[src/rtl/soc_bus_fabric_pkg.sv]
// Shared types and limits for the host/device bus fabric and its response tracker.
package soc_bus_fabric_pkg;

    localparam int MaxHosts    = 8;
    localparam int MaxDevices  = 16;
    localparam int MaxDepth    = 16;
    localparam int HostIdxW    = $clog2(MaxHosts);
    localparam int DevIdxW     = $clog2(MaxDevices);
    localparam int DepthIdxW   = $clog2(MaxDepth);

    typedef struct packed {
        logic [HostIdxW-1:0] host;
        logic [DevIdxW-1:0]  dev;
        logic                dec_err;
    } rsp_entry_t;

    localparam int RspEntryW = $bits(rsp_entry_t);

    function automatic logic addr_match(
        input logic [63:0] addr,
        input logic [63:0] base,
        input logic [63:0] mask
    );
        return (addr & mask) == base;
    endfunction

endpackage

[src/rtl/bus_rsp_fifo.sv]
// In-order response tracker: one entry per granted request, head visible combinationally.
module bus_rsp_fifo
    import soc_bus_fabric_pkg::*;
#(
    parameter int Depth = 4
) (
    input  logic       clk_i,
    input  logic       rst_i,
    input  logic       push_i,
    input  rsp_entry_t entry_i,
    input  logic       pop_i,
    output rsp_entry_t head_o,
    output logic       full_o,
    output logic       empty_o
);

    localparam int PtrW = (Depth > 1) ? $clog2(Depth) : 1;

    rsp_entry_t      r_mem [Depth];
    logic [PtrW-1:0] r_wr_ptr;
    logic [PtrW-1:0] r_rd_ptr;
    logic [PtrW:0]   r_count;

    logic w_push;
    logic w_pop;

    assign full_o  = (r_count == (PtrW+1)'(Depth));
    assign empty_o = (r_count == '0);
    assign w_push  = push_i && !full_o;
    assign w_pop   = pop_i && !empty_o;
    assign head_o  = r_mem[r_rd_ptr];

    // Storage carries no reset; validity is tracked purely by the count.
    always_ff @(posedge clk_i) begin
        if (w_push) begin
            r_mem[r_wr_ptr] <= entry_i;
        end
    end

    // Depth is a power of two, so the pointers wrap naturally.
    always_ff @(posedge clk_i) begin
        if (rst_i) begin
            r_wr_ptr <= '0;
            r_rd_ptr <= '0;
            r_count  <= '0;
        end else begin
            if (w_push) begin
                r_wr_ptr <= r_wr_ptr + 1'b1;
            end
            if (w_pop) begin
                r_rd_ptr <= r_rd_ptr + 1'b1;
            end
            case ({w_push, w_pop})
                2'b10:   r_count <= r_count + 1'b1;
                2'b01:   r_count <= r_count - 1'b1;
                default: r_count <= r_count;
            endcase
        end
    end

endmodule

[src/rtl/soc_bus_fabric.sv]
// Multi-host to multi-device bus fabric: round-robin grant, mask/base decode, in-order responses.
module soc_bus_fabric
    import soc_bus_fabric_pkg::*;
#(
    parameter int NrHosts        = 2,
    parameter int NrDevices      = 8,
    parameter int DataWidth      = 32,
    parameter int AddressWidth   = 32,
    parameter int MaxOutstanding = 4
) (
    input  logic                    clk_i,
    input  logic                    rst_i,

    input  logic                    host_req_i    [NrHosts],
    output logic                    host_gnt_o    [NrHosts],
    input  logic [AddressWidth-1:0] host_addr_i   [NrHosts],
    input  logic                    host_we_i     [NrHosts],
    input  logic [DataWidth/8-1:0]  host_be_i     [NrHosts],
    input  logic [DataWidth-1:0]    host_wdata_i  [NrHosts],
    output logic                    host_rvalid_o [NrHosts],
    output logic [DataWidth-1:0]    host_rdata_o  [NrHosts],
    output logic                    host_err_o    [NrHosts],

    output logic                    device_req_o    [NrDevices],
    output logic [AddressWidth-1:0] device_addr_o   [NrDevices],
    output logic                    device_we_o     [NrDevices],
    output logic [DataWidth/8-1:0]  device_be_o     [NrDevices],
    output logic [DataWidth-1:0]    device_wdata_o  [NrDevices],
    input  logic                    device_rvalid_i [NrDevices],
    input  logic [DataWidth-1:0]    device_rdata_i  [NrDevices],
    input  logic                    device_err_i    [NrDevices],

    input  logic [AddressWidth-1:0] cfg_device_addr_base_i [NrDevices],
    input  logic [AddressWidth-1:0] cfg_device_addr_mask_i [NrDevices]
);

    localparam int HostW = (NrHosts > 1) ? $clog2(NrHosts) : 1;
    localparam int DevW  = (NrDevices > 1) ? $clog2(NrDevices) : 1;

    logic [HostW-1:0]        r_last_host;

    logic                    w_any_req;
    logic [HostW-1:0]        w_sel_host;
    logic                    w_grant;
    logic [AddressWidth-1:0] w_sel_addr;
    logic                    w_sel_we;
    logic [DataWidth/8-1:0]  w_sel_be;
    logic [DataWidth-1:0]    w_sel_wdata;
    logic                    w_dev_hit;
    logic [DevW-1:0]         w_dev_idx;
    logic                    w_dev_req [NrDevices];

    rsp_entry_t              w_push_entry;
    rsp_entry_t              w_head;
    logic                    w_fifo_full;
    logic                    w_fifo_empty;
    logic                    w_head_dev_rvalid;
    logic [DataWidth-1:0]    w_head_dev_rdata;
    logic                    w_head_dev_err;
    logic                    w_rsp_valid;
    logic [DataWidth-1:0]    w_rsp_data;
    logic                    w_rsp_err;

    // Round-robin search starting just after the last granted host.
    always_comb begin
        int idx;
        idx        = 0;
        w_any_req  = 1'b0;
        w_sel_host = '0;
        for (int i = 0; i < NrHosts; i++) begin
            idx = int'(r_last_host) + 1 + i;
            if (idx >= NrHosts) begin
                idx = idx - NrHosts;
            end
            if (!w_any_req && host_req_i[idx]) begin
                w_any_req  = 1'b1;
                w_sel_host = HostW'(idx);
            end
        end
    end

    // Tracker full blocks the grant even if a pop happens this cycle.
    assign w_grant     = w_any_req && !w_fifo_full && !rst_i;
    assign w_sel_addr  = host_addr_i[w_sel_host];
    assign w_sel_we    = host_we_i[w_sel_host];
    assign w_sel_be    = host_be_i[w_sel_host];
    assign w_sel_wdata = host_wdata_i[w_sel_host];

    always_comb begin
        w_dev_hit = 1'b0;
        w_dev_idx = '0;
        for (int d = 0; d < NrDevices; d++) begin
            if (!w_dev_hit && addr_match(64'(w_sel_addr),
                                         64'(cfg_device_addr_base_i[d]),
                                         64'(cfg_device_addr_mask_i[d]))) begin
                w_dev_hit = 1'b1;
                w_dev_idx = DevW'(d);
            end
        end
    end

    generate
        for (genvar gi = 0; gi < NrDevices; gi++) begin : g_dev
            assign w_dev_req[gi]      = w_grant && w_dev_hit && (w_dev_idx == DevW'(gi));
            assign device_req_o[gi]   = w_dev_req[gi];
            assign device_addr_o[gi]  = w_dev_req[gi] ? w_sel_addr  : '0;
            assign device_we_o[gi]    = w_dev_req[gi] ? w_sel_we    : 1'b0;
            assign device_be_o[gi]    = w_dev_req[gi] ? w_sel_be    : '0;
            assign device_wdata_o[gi] = w_dev_req[gi] ? w_sel_wdata : '0;
        end
    endgenerate

    assign w_push_entry.host    = HostIdxW'(w_sel_host);
    assign w_push_entry.dev     = DevIdxW'(w_dev_idx);
    assign w_push_entry.dec_err = !w_dev_hit;

    bus_rsp_fifo #(
        .Depth (MaxOutstanding)
    ) u_rsp_fifo (
        .clk_i   (clk_i),
        .rst_i   (rst_i),
        .push_i  (w_grant),
        .entry_i (w_push_entry),
        .pop_i   (w_rsp_valid),
        .head_o  (w_head),
        .full_o  (w_fifo_full),
        .empty_o (w_fifo_empty)
    );

    // Only the device named by the head entry may complete a response.
    always_comb begin
        w_head_dev_rvalid = 1'b0;
        w_head_dev_rdata  = '0;
        w_head_dev_err    = 1'b0;
        for (int d = 0; d < NrDevices; d++) begin
            if (w_head.dev == DevIdxW'(d)) begin
                w_head_dev_rvalid = device_rvalid_i[d];
                w_head_dev_rdata  = device_rdata_i[d];
                w_head_dev_err    = device_err_i[d];
            end
        end
    end

    assign w_rsp_valid = !rst_i && !w_fifo_empty && (w_head.dec_err || w_head_dev_rvalid);
    assign w_rsp_data  = w_head.dec_err ? '0 : w_head_dev_rdata;
    assign w_rsp_err   = w_head.dec_err ? 1'b1 : w_head_dev_err;

    generate
        for (genvar gi = 0; gi < NrHosts; gi++) begin : g_host
            logic w_mine;
            assign w_mine            = w_rsp_valid && (w_head.host == HostIdxW'(gi));
            assign host_gnt_o[gi]    = w_grant && (w_sel_host == HostW'(gi));
            assign host_rvalid_o[gi] = w_mine;
            assign host_rdata_o[gi]  = w_mine ? w_rsp_data : '0;
            assign host_err_o[gi]    = w_mine ? w_rsp_err  : 1'b0;
        end
    endgenerate

    // Resetting to the last host makes host 0 first in the search order.
    always_ff @(posedge clk_i) begin
        if (rst_i) begin
            r_last_host <= HostW'(NrHosts - 1);
        end else if (w_grant) begin
            r_last_host <= w_sel_host;
        end
    end

endmodule

[config.mk]
export PLATFORM = sky130hd
export DESIGN_NAME = soc_bus_fabric
export DESIGN_NICKNAME = d
export VERILOG_FILES = /design/src/rtl/soc_bus_fabric_pkg.sv /design/src/rtl/bus_rsp_fifo.sv /design/src/rtl/soc_bus_fabric.sv
export SDC_FILE = /design/constraint.sdc
export NUM_CORES = 1
export LEC_CHECK = 0
export ABC_CLOCK_PERIOD_IN_PS = 3400
export BUFFER_PORTS_ARGS = -buffer_cell sky130_fd_sc_hd__buf_2
export CAP_MARGIN = 20
export CELL_PAD_IN_SITES_DETAIL_PLACEMENT = 1
export CELL_PAD_IN_SITES_GLOBAL_PLACEMENT = 1
export CORE_AREA = 2 2 609 611
export CTS_CLUSTER_DIAMETER = 120
export DETAILED_ROUTE_END_ITERATION = 12
export DIE_AREA = 0 0 611 613
export HOLD_SLACK_MARGIN = 0.05
export PLACE_DENSITY = 0.33
export SYNTH_ARGS = -nofsm -noshare
export SYNTH_HDL_FRONTEND = slang
export SYNTH_HIERARCHICAL = 1
export SYNTH_SLANG_ARGS = --single-unit
[constraint.sdc]
create_clock -name clk_i -period 3.4 [get_ports clk_i]
set_input_delay 0.34 -clock clk_i [delete_from_list [all_inputs] [get_ports clk_i]]
set_output_delay 0.34 -clock clk_i [all_outputs]
set_load 0.01 [all_outputs]
-- Word level (Yosys, flattened, before mapping)
Memories as Yosys holds them, arrays and structs flattened. A register that Yosys moved wholly into a read port is not among the register bits.
Cells that the tools add are included.
- register bits after elaboration: 8
- bits in latches: 0
- bits in writable memories: 20
- bits in read-only memories: 0
- output and inout port bits: 630
- logic and storage cells: 207
- memories kept: 1
- $add $sub $neg: 8
- $mul: 0
- divide/modulo/power cells: 0
- $lt $le $gt $ge: 5
- equal/unequal tests: 26
- shifts and indexed selects: 0
- muxes and demuxes: 106
- bitwise gates (word level): 12
- reduce and logical (&&, ||, !) cells: 45
- memories (memory ; words ; bits a word ; read ports ; clocked after Yosys merged registers in ; write ports ; RTL line ; text):
    u_rsp_fifo.r_mem ; 4 ; 5 ; 1 ; 1 ; 1 ; bus_rsp_fifo.sv:19 ; rsp_entry_t r_mem [Depth];
- operators by type and width (kind ; count):
    $mux W32 ; 35
    $and A32 B32 Y32 ; 8
    $eq A32 B32 Y1 ; 8
    $ge A32 B2 Y1 const B ; 2
    $not A32 Y32 ; 2
    $mux W1 ; 51
    $mux W4 ; 11
    $ge A32 B3 Y1 const B ; 1
    $sub A32 B3 Y32 const B ; 1
    $logic_and A1 B1 Y1 ; 27
    $mux W3 ; 6
    $eq A4 B3 Y1 const B ; 4
    $eq A3 B3 Y1 const B ; 5
    $logic_not A1 Y1 ; 12
    $logic_not A3 Y1 ; 3
    $eq A4 B2 Y1 const B ; 2
    $eq A3 B1 Y1 const B ; 2
    $eq A3 B2 Y1 const B ; 2
    $pmux W3 S2 ; 1
    $add A2 B1 Y2 const B ; 2
    $eq A4 B1 Y1 const B ; 1
    $logic_not A4 Y1 ; 1
    $mux W2 ; 2
    $sub A3 B2 Y4 const B ; 1
    other kinds (12) ; 12

-- Longest topological paths before layout
Gate-level depths: netlist of the first run.
- word-level depth: 42
- depth in mapped cells: 18
- depth with buffers taken out: 15

-- By module
The synthesis of the first run kept the hierarchy.
- modules (own cells, without submodules) (module ; instances ; cells each ; area each (µm²)):
    soc_bus_fabric ; 1 ; 1873 ; 10959.3
    bus_rsp_fifo ; 1 ; 96 ; 1635.3

-- Least setup slack after synthesis of the first run
Ideal clock, no wire load.
- kind: reg2reg
- start point: register with a tool-made name
- end point: register u_rsp_fifo.r_count[2]
- setup time: 0.070 ns
- arrival: 3.617 ns
- data required time: 3.330 ns
- slack: -0.287 ns
- cell stages (with the launch flop): 18
- path buffers: 2
- cells stage by stage: dfxtp_1 > buf_2 > mux4_2 > clkbuf_1 > nand2b_1 > nor2_1 > mux2_2 > a211oi_1 > or3_1 > inv_1 > o31ai_2 > inv_1 > ha_1 > inv_1 > fa_1 > xor2_1 > or3_1 > a21oi_1
- RTL lines (element ; RTL line ; text):
    end signal, assigned ; bus_rsp_fifo.sv:54 ; 2'b10: r_count <= r_count + 1'b1;
    end signal, assigned ; bus_rsp_fifo.sv:55 ; 2'b01: r_count <= r_count - 1'b1;
    end signal, assigned ; bus_rsp_fifo.sv:56 ; default: r_count <= r_count;
    end, declared ; bus_rsp_fifo.sv:22 ; logic [PtrW:0] r_count;

==> impl_results.md, run 1 <==
* RSZ-0062 raised after global routing: true
* Hold_buf cts at 0
* Final TNS setup at -939.62 ns
* Yosys top cell area share at 15.53%
* Initial Utilization at 3.425%
* Drt drc at 0
* Vias in the first global route at 25.69k
* Fin crit share at 154.1%
* CTS tree: yes
* Layout cells sized above 1 at 65.91%
* Worst Max-Slew Pin Slew at 0.8910 ns
* Placed Area at 32870 um^2
* Die ar. at 374500 um^2
* Final Cell Area at 38100 um^2
* Hold_sp: rst_i
* Vias post-DR at 25.72k
* Vias/cell at 2.853
* Seq/Total Area, Yosys at 9.219%
* Status: finished, violations left
* DPL Wire Length at 235800 um
* Combinational share of power at 80.5%
* Slew HR at 40.34%
* WL/cell at 29.89 um
* IO buf count at 1555
* CP Class: flip-flop to primary output
* Post-synth EDFFs at 32
* Clock Sink Count at 42
* Drt total wl at 269500 um
* Layout Nets at 5008
* Setup ws final at -1.840 ns
* Maximum clock rate at 190.8 MHz
* Core Util, Final at 10.36%
* Start point of the critical path: r_last_host
* Top_reg_cell synth: edfxtp_1
* Antenna viol nets, final at 0
* Largest net degree at the start of global routing at 46
* Power per cell area at 152.3 nW/um^2
* Dpl cells at 8797
* Initial antenna violation count at 181
* GPL Wtd Cong at 0.8627
* IO Count at 1556
* Pint at 2.748 mW
* Post-synth top cells: nor2_1, nand2_1, mux2i_1
* Syn avg cell area at 6.396 um^2
* First-pass GRT wire length at 314300 um
* Synth Warn # at 6
* Floorplan core area at 367700 um^2
* Crit-path max FO at 7
* Final Slew Violations at 0
* R2r startpoint: r_last_host
* Worst path required time at 3.06 ns
* Synth area leader: nor2_1
* Worst-skew pair later-pin latency at 0.30 ns
* P_leak at 17.05 nW
* Failing checks: negative setup slack
* Area Growth Syn to Fin at 202.5%
* CTS clk-pin slew, worst paths at 0.08 ns
* Switch share at 52.64%
* TritonRoute pass-1 iters at 5
* CTS H-tree depth at 2
* Global Route Usage Sum at 13.18%
* Count leader, synth: nor2_1
* Num CTS Buffers at 5
* Synth Register Bits at 42
* Final worst path period need at 5.240 ns
* Fin cells at 9018
* Part of the power in registers at 10.3%
* Clock Tree Buf Depth at 2
* Clk_skew at 0.02010 ns
* Worst setup SP type: flip-flop
* Syn Inst Count at 1969
* Sw power at 3.055 mW
* Ys async rst share at 0%
* DIE WIDTH at 611 um
* CP endpoint kind: primary output
* R2r setup slk at -1.15 ns
* GRT overflow at 0
* Hold crit path type: input port to flip-flop
* Crit path to: device_wdata_o[42]
* Syn Std Cell Area at 12590 um^2
* Hold Vio Cnt, Final at 0
* Power share of the clock group at 9.1%
* Clock root cell: clkbuf_16
* Rows at 223
* Worst vdd ir at 0.0001838 V
* Drt first-iter violations at 1627
* Netlist cell types at 62
* FF-to-FF path depth at 19
* Most area-consuming cells after synthesis: nor2_1, mux2i_1, xnor2_1
* Final Setup Violations at 647
* Vert. Die Dim at 613 um
* Reg-to-Reg End: u_rsp_fifo/r_mem[3][0]
* # Max-Cap Violations at 0
* WP data arrival at 4.90 ns
cell families (layout without fill, tap and decap cells):
family / count (synthesis) / after routing / share of synthesized area [%]
other: 1 / 116 / 0.02977
AOI/OAI and AO/OA: 323 / 323 / 17.71
muxes: 181 / 182 / 15.91
adders and majority gates: 6 / 6 / 0.6557
and+or+nand+nor: 1081 / 1081 / 38.78
xor gates and xnor gates: 159 / 159 / 11.06
DFF: 42 / 42 / 9.219
buffers and inverters: 176 / 2272 / 6.626
cells in the final DEF, fill, tap and decap left out, drive strengths merged, types with 19 or more instances in the layout:
| cell type | instances |
|---|---|
| buf | 2207 |
| nor2 | 521 |
| nand2 | 229 |
| mux2i | 139 |
| xnor2 | 128 |
| a22oi | 115 |
| diode | 104 |
| nor4 | 95 |
| a21oi | 83 |
| and3 | 77 |
| and2 | 55 |
| nand4 | 36 |
| inv | 36 |
| mux2 | 33 |
| edfxtp | 32 |
| xor2 | 31 |
| clkbuf | 25 |
| o2111ai | 23 |
| o22ai | 20 |
| or3 | 19 |
metrics by stage:
stage | hold slack, ns | worst slack [ns] | total power [mW]
floorplan | 0.4466 | -0.1460 | 1.847
global placement | 0.4780 | -2.680 | 5.162
detailed placement | 0.4988 | -2.718 | 5.174
CTS | 0.4448 | -1.924 | 5.926
global route | 0.4448 | -1.921 | 6.197
finish | 0.4382 | -1.840 | 5.803
worst max-delay path, cell delays in order, from the launching register on:
cell and delay (ns):
dfxtp_4 0.37, a21boi_4 0.15, buf_12 0.15, buf_16 0.14, buf_12 0.12, buf_16 0.15, buf_16 0.17, mux2_8 0.46
and3_4 0.24, o211ai_1 0.44, nor4_4 0.15, and4_4 0.20, nand2b_4 0.14, or4_4 0.54, or2_4 0.28, buf_12 0.16
buf_12 0.15, clkbuf_16 0.17, nor2_1 0.09, buf_2 0.15
area by class of cell:
class                           instances  area [um^2]
Tap cell                             4837         6052
Antenna cell                          104        260.3
Inverter                               35        138.9
Sequential cell                        42         1165
Multi-Input combinational cell       1763        13790
Fill cell                           44130       329600
Clock buffer                            5        125.1
Clock inverter                          3        27.53
Timing Repair Buffer                 2229        16540
registers in the layout, indices dropped and copies added, names as in the netlist, named ones only:
register             flops
u_rsp_fifo/r_count       3
r_last_host              1
u_rsp_fifo/r_mem        32
u_rsp_fifo/r_rd_ptr      2
u_rsp_fifo/r_wr_ptr      2
power by group through the flow:
stage               Clock [mW]  Sequential, mW  Combinational [mW]
CTS                      0.565           0.600                4.76
finish                   0.530           0.599                4.67
detailed placement           0           0.612                4.56
floorplan                    0           0.609                1.24
global placement             0           0.610                4.55
global route             0.586           0.603                5.01
worst min-delay path by stage:
stage | slack [ns] | end | depth (start not counted)
global route | 0.44 | u_rsp_fifo/r_wr_ptr[0] | 3
floorplan | 0.45 | r_last_host | 1
global placement | 0.48 | u_rsp_fifo/r_rd_ptr[1] | 2
finish | 0.44 | u_rsp_fifo/r_wr_ptr[0] | 3
detailed placement | 0.50 | flip-flop | 2
CTS | 0.44 | u_rsp_fifo/r_wr_ptr[0] | 3
what timing repair did:
item / 4_1_cts / 5_1_grt
buffers inserted: 48 / 37
resized for setup: 271 / 372
endpoints found under the setup margin: 649 / 649
cloned: 15 / 21
pin swaps: 28 / 67
metal layers:
layer / GRT usage [%] / up-vias / wire length (um) / share of wire, %
met3: 1.861 / 378 / 12320 / 4.6
met4: 3.003 / 74 / 7594 / 2.8
met1: 14.14 / 12750 / 97920 / 36
met2: 26.58 / 1184 / 151100 / 56
li1: - / 11340 / - / -
met5: 0 / - / 576 / 0.21
Note: power is estimated with default switching activity, not from simulation.
==> run 2: changes to the inputs <==
CORE_AREA = 2 2 603 605   (was 2 2 609 611)
DIE_AREA = 0 0 605 607   (was 0 0 611 613)
PLACE_DENSITY = 0.34   (was 0.33)
SYNTH_HIERARCHICAL = default   (was 1)
==> impl_results.md, run 2 <==
* CTS tree: yes
* Netlist cell types at 58
* CP endpoint kind: primary output
* Final Setup Violations at 646
* DIE WIDTH at 605 um
* Register area at 802.0 um^2
* # Max-Cap Violations at 0
* Area Growth Syn to Fin at 157.8%
* Drt drc at 0
* Synth area leader: nor2_1
* Pint at 4.243 mW
* Synth Net Count at 3087
* Hold Vio Cnt, Final at 0
* Count leader, synth: nor2_1
* GPL Wtd Cong at 0.8765
* Clock root cell: clkbuf_16
* Fin crit share at 145.6%
* Pwr Total at 9.550 mW
* IO buf count at 1555
* IO Count at 1556
* Global Route Usage Sum at 13.90%
* Clk_skew at 0.003522 ns
* Syn Std Cell Area at 13120 um^2
* Final TNS setup at -772.98 ns
* Failing checks: negative setup slack
* CP cell instances: a21boi_4, buf_6, buf_12, buf_12, mux2i_1, xor2_1, a2111oi_2, buf_4, nor4bb_4, buf_4, nand3_1, nand4_1, nor3b_4, a21bo_4, buf_16, clkbuf_16, nor2_1, buf_2
* Floorplan core area at 360900 um^2
* CP peak stage delay at 0.76 ns
* Crit-path max FO at 11
* Rows at 221
* Power per cell area at 282.2 nW/um^2
* Final Slew Violations at 0
* Crit path to: device_addr_o[125]
* Most area-consuming cells after synthesis: nor2_1, mux2i_1, xnor2_1
* Switch share at 55.57%
* Most common cell after layout, fill and taps aside: buf_2
* Top reg by flops: u_rsp_fifo.r_mem
* Combinational share of power at 90.4%
* CTS clk-pin slew, worst paths at 0.05 ns
* CP Class: flip-flop to primary output
* Reg-to-Reg End: u_rsp_fifo.r_mem[1][1]
* Drt total wl at 276000 um
* TritonRoute pass-1 iters at 5
* Dpl cells at 8868
* Worst Max-Slew Pin Slew at 0.9374 ns
* Antenna viol nets, final at 0
* Vias post-DR at 26.17k
* WL/cell at 30.67 um
* Worst-skew pair later-pin latency at 0.28 ns
* CTS H-tree depth at 2
* Fin cells at 8997
* Number of flip-flops in the largest register at 20
* Sw power at 5.307 mW
* Power share of the clock group at 4.4%
* Ys async rst share at 0%
* Final worst path period need at 4.952 ns
* Seq/Total Area, Yosys at 6.102%
* Initial antenna violation count at 271
* Worst path required time at 3.06 ns
* Maximum clock rate at 202.0 MHz
* Status: finished, violations left
* Most frequent cells in the layout: buf_2, nor2_1, buf_4
* Vert. Die Dim at 607 um
* Yosys top cell area share at 16.85%
* R2r startpoint: r_last_host
* Part of the power in registers at 5.2%
* Setup ws final at -1.552 ns
* P_leak at 15.88 nW
* Largest net degree at the start of global routing at 57
* Top_reg_cell synth: edfxtp_1
* Syn Inst Count at 2155
* DPL Wire Length at 248300 um
* Synth Warn # at 0
* Vias/cell at 2.909
* First-pass GRT wire length at 321800 um
* Clock Sink Count at 30
* FF-to-FF path depth at 20
* Start point of the critical path: r_last_host
* Post-synth top cells: nor2_1, nand2_1, mux2i_1
* Drt first-iter violations at 1536
* Num CTS Buffers at 5
* Hold_buf cts at 0
* Post-synth EDFFs at 20
* Multi-input logic area at 12440 um^2
* Worst vdd ir at 0.0002433 V
* Layout Nets at 5070
* Clock Tree Buf Depth at 2
* Max stage delay cell, worst path: xor2_1
* RSZ-0062 raised after global routing: true
* Syn avg cell area at 6.090 um^2
* Die ar. at 367200 um^2
* Hold_sp: rst_i
* Hold crit path type: input port to flip-flop
* WP data arrival at 4.61 ns
* Fill cell total of the finished layout at 43.84k
* R2r setup slk at -0.63 ns
* Vias in the first global route at 25.80k
* Slew HR at 37.29%
* Worst setup SP type: flip-flop
* Top flop regs: u_rsp_fifo.r_mem x20, u_rsp_fifo.r_count x3
* Synth Register Bits at 30
* Initial Utilization at 3.637%
* GRT overflow at 0
* Layout cells sized above 1 at 57.38%
[run 2: cell type report]
type | instances | share of cell area (%)
Inverter | 50 | 0.5547
Antenna cell | 64 | 0.4733
Sequential cell | 30 | 2.370
Multi-Input combinational cell | 1915 | 36.76
Timing Repair Buffer | 2136 | 41.70
Clock buffer | 5 | 0.3698
Clock inverter | 3 | 0.04807
Tap cell | 4794 | 17.73
[run 2: power by group through the flow]
| stage | registers [mW] | clock network [mW] | logic (mW) |
|---|---|---|---|
| floorplan | 0.486 | 0 | 2.97 |
| global placement | 0.502 | 0 | 8.76 |
| detailed placement | 0.506 | 0 | 8.82 |
| CTS | 0.499 | 0.434 | 8.88 |
| global route | 0.505 | 0.445 | 9.26 |
| finish | 0.499 | 0.418 | 8.63 |
[run 2: per-stage QoR]
step	cell area [um^2]	hold slack, ns	utilization, %	setup WS, ns
floorplan	13170	0.4718	-	-0.02831
global placement	31810	0.4952	8.814	-2.594
detailed placement	31810	0.5181	8.814	-2.663
CTS	32250	0.3946	8.937	-1.554
global route	33770	0.4116	9.358	-1.693
finish	33840	0.3976	9.377	-1.552
[run 2: worst max-delay path: cells and delay by family, from the launching register on]
family                 cells  cell delay, ns
AO/OA/AOI/OAI              3            0.57
AND/OR/NAND/NOR            5            0.92
buffers and inverters      8            1.36
flip-flops                 1            0.34
multiplexers               1            0.22
XOR/XNOR                   1            0.76
[run 2: timing repair]
action | CTS | global route
resized for setup | 40 | 183
endpoints found under the setup margin | 646 | 647
gates cloned | 1 | 16
buffers inserted | 6 | 34
pin swaps | 7 | 8
[run 2: worst min-delay path by stage]
stage,endpoint,slack (ns),cells after the start
after floorplan,u_rsp_fifo.r_count[2],0.47,2
after global placement,u_rsp_fifo.r_count[2],0.50,2
after detailed placement,u_rsp_fifo.r_rd_ptr[1],0.52,2
after CTS,u_rsp_fifo.r_wr_ptr[1],0.39,2
after global routing,u_rsp_fifo.r_count[1],0.41,2
final,u_rsp_fifo.r_wr_ptr[1],0.40,2
[run 2: cells by family after synthesis]
family          Yosys count  synth area share, %
mux                     246                19.85
flops                    30                6.102
buf+inv                 210                7.331
simple gates           1146                37.70
xor+xnor                172                11.48
compound gates          345                16.91
fa+ha+maj                 6               0.6292
[run 2: layer usage]
layer | track usage (%) | part of all wire (%)
met3 | 3.413 | 6.9
met4 | 2.382 | 2.1
met5 | 0 | 0.36
met1 | 14.72 | 36
met2 | 27.57 | 55
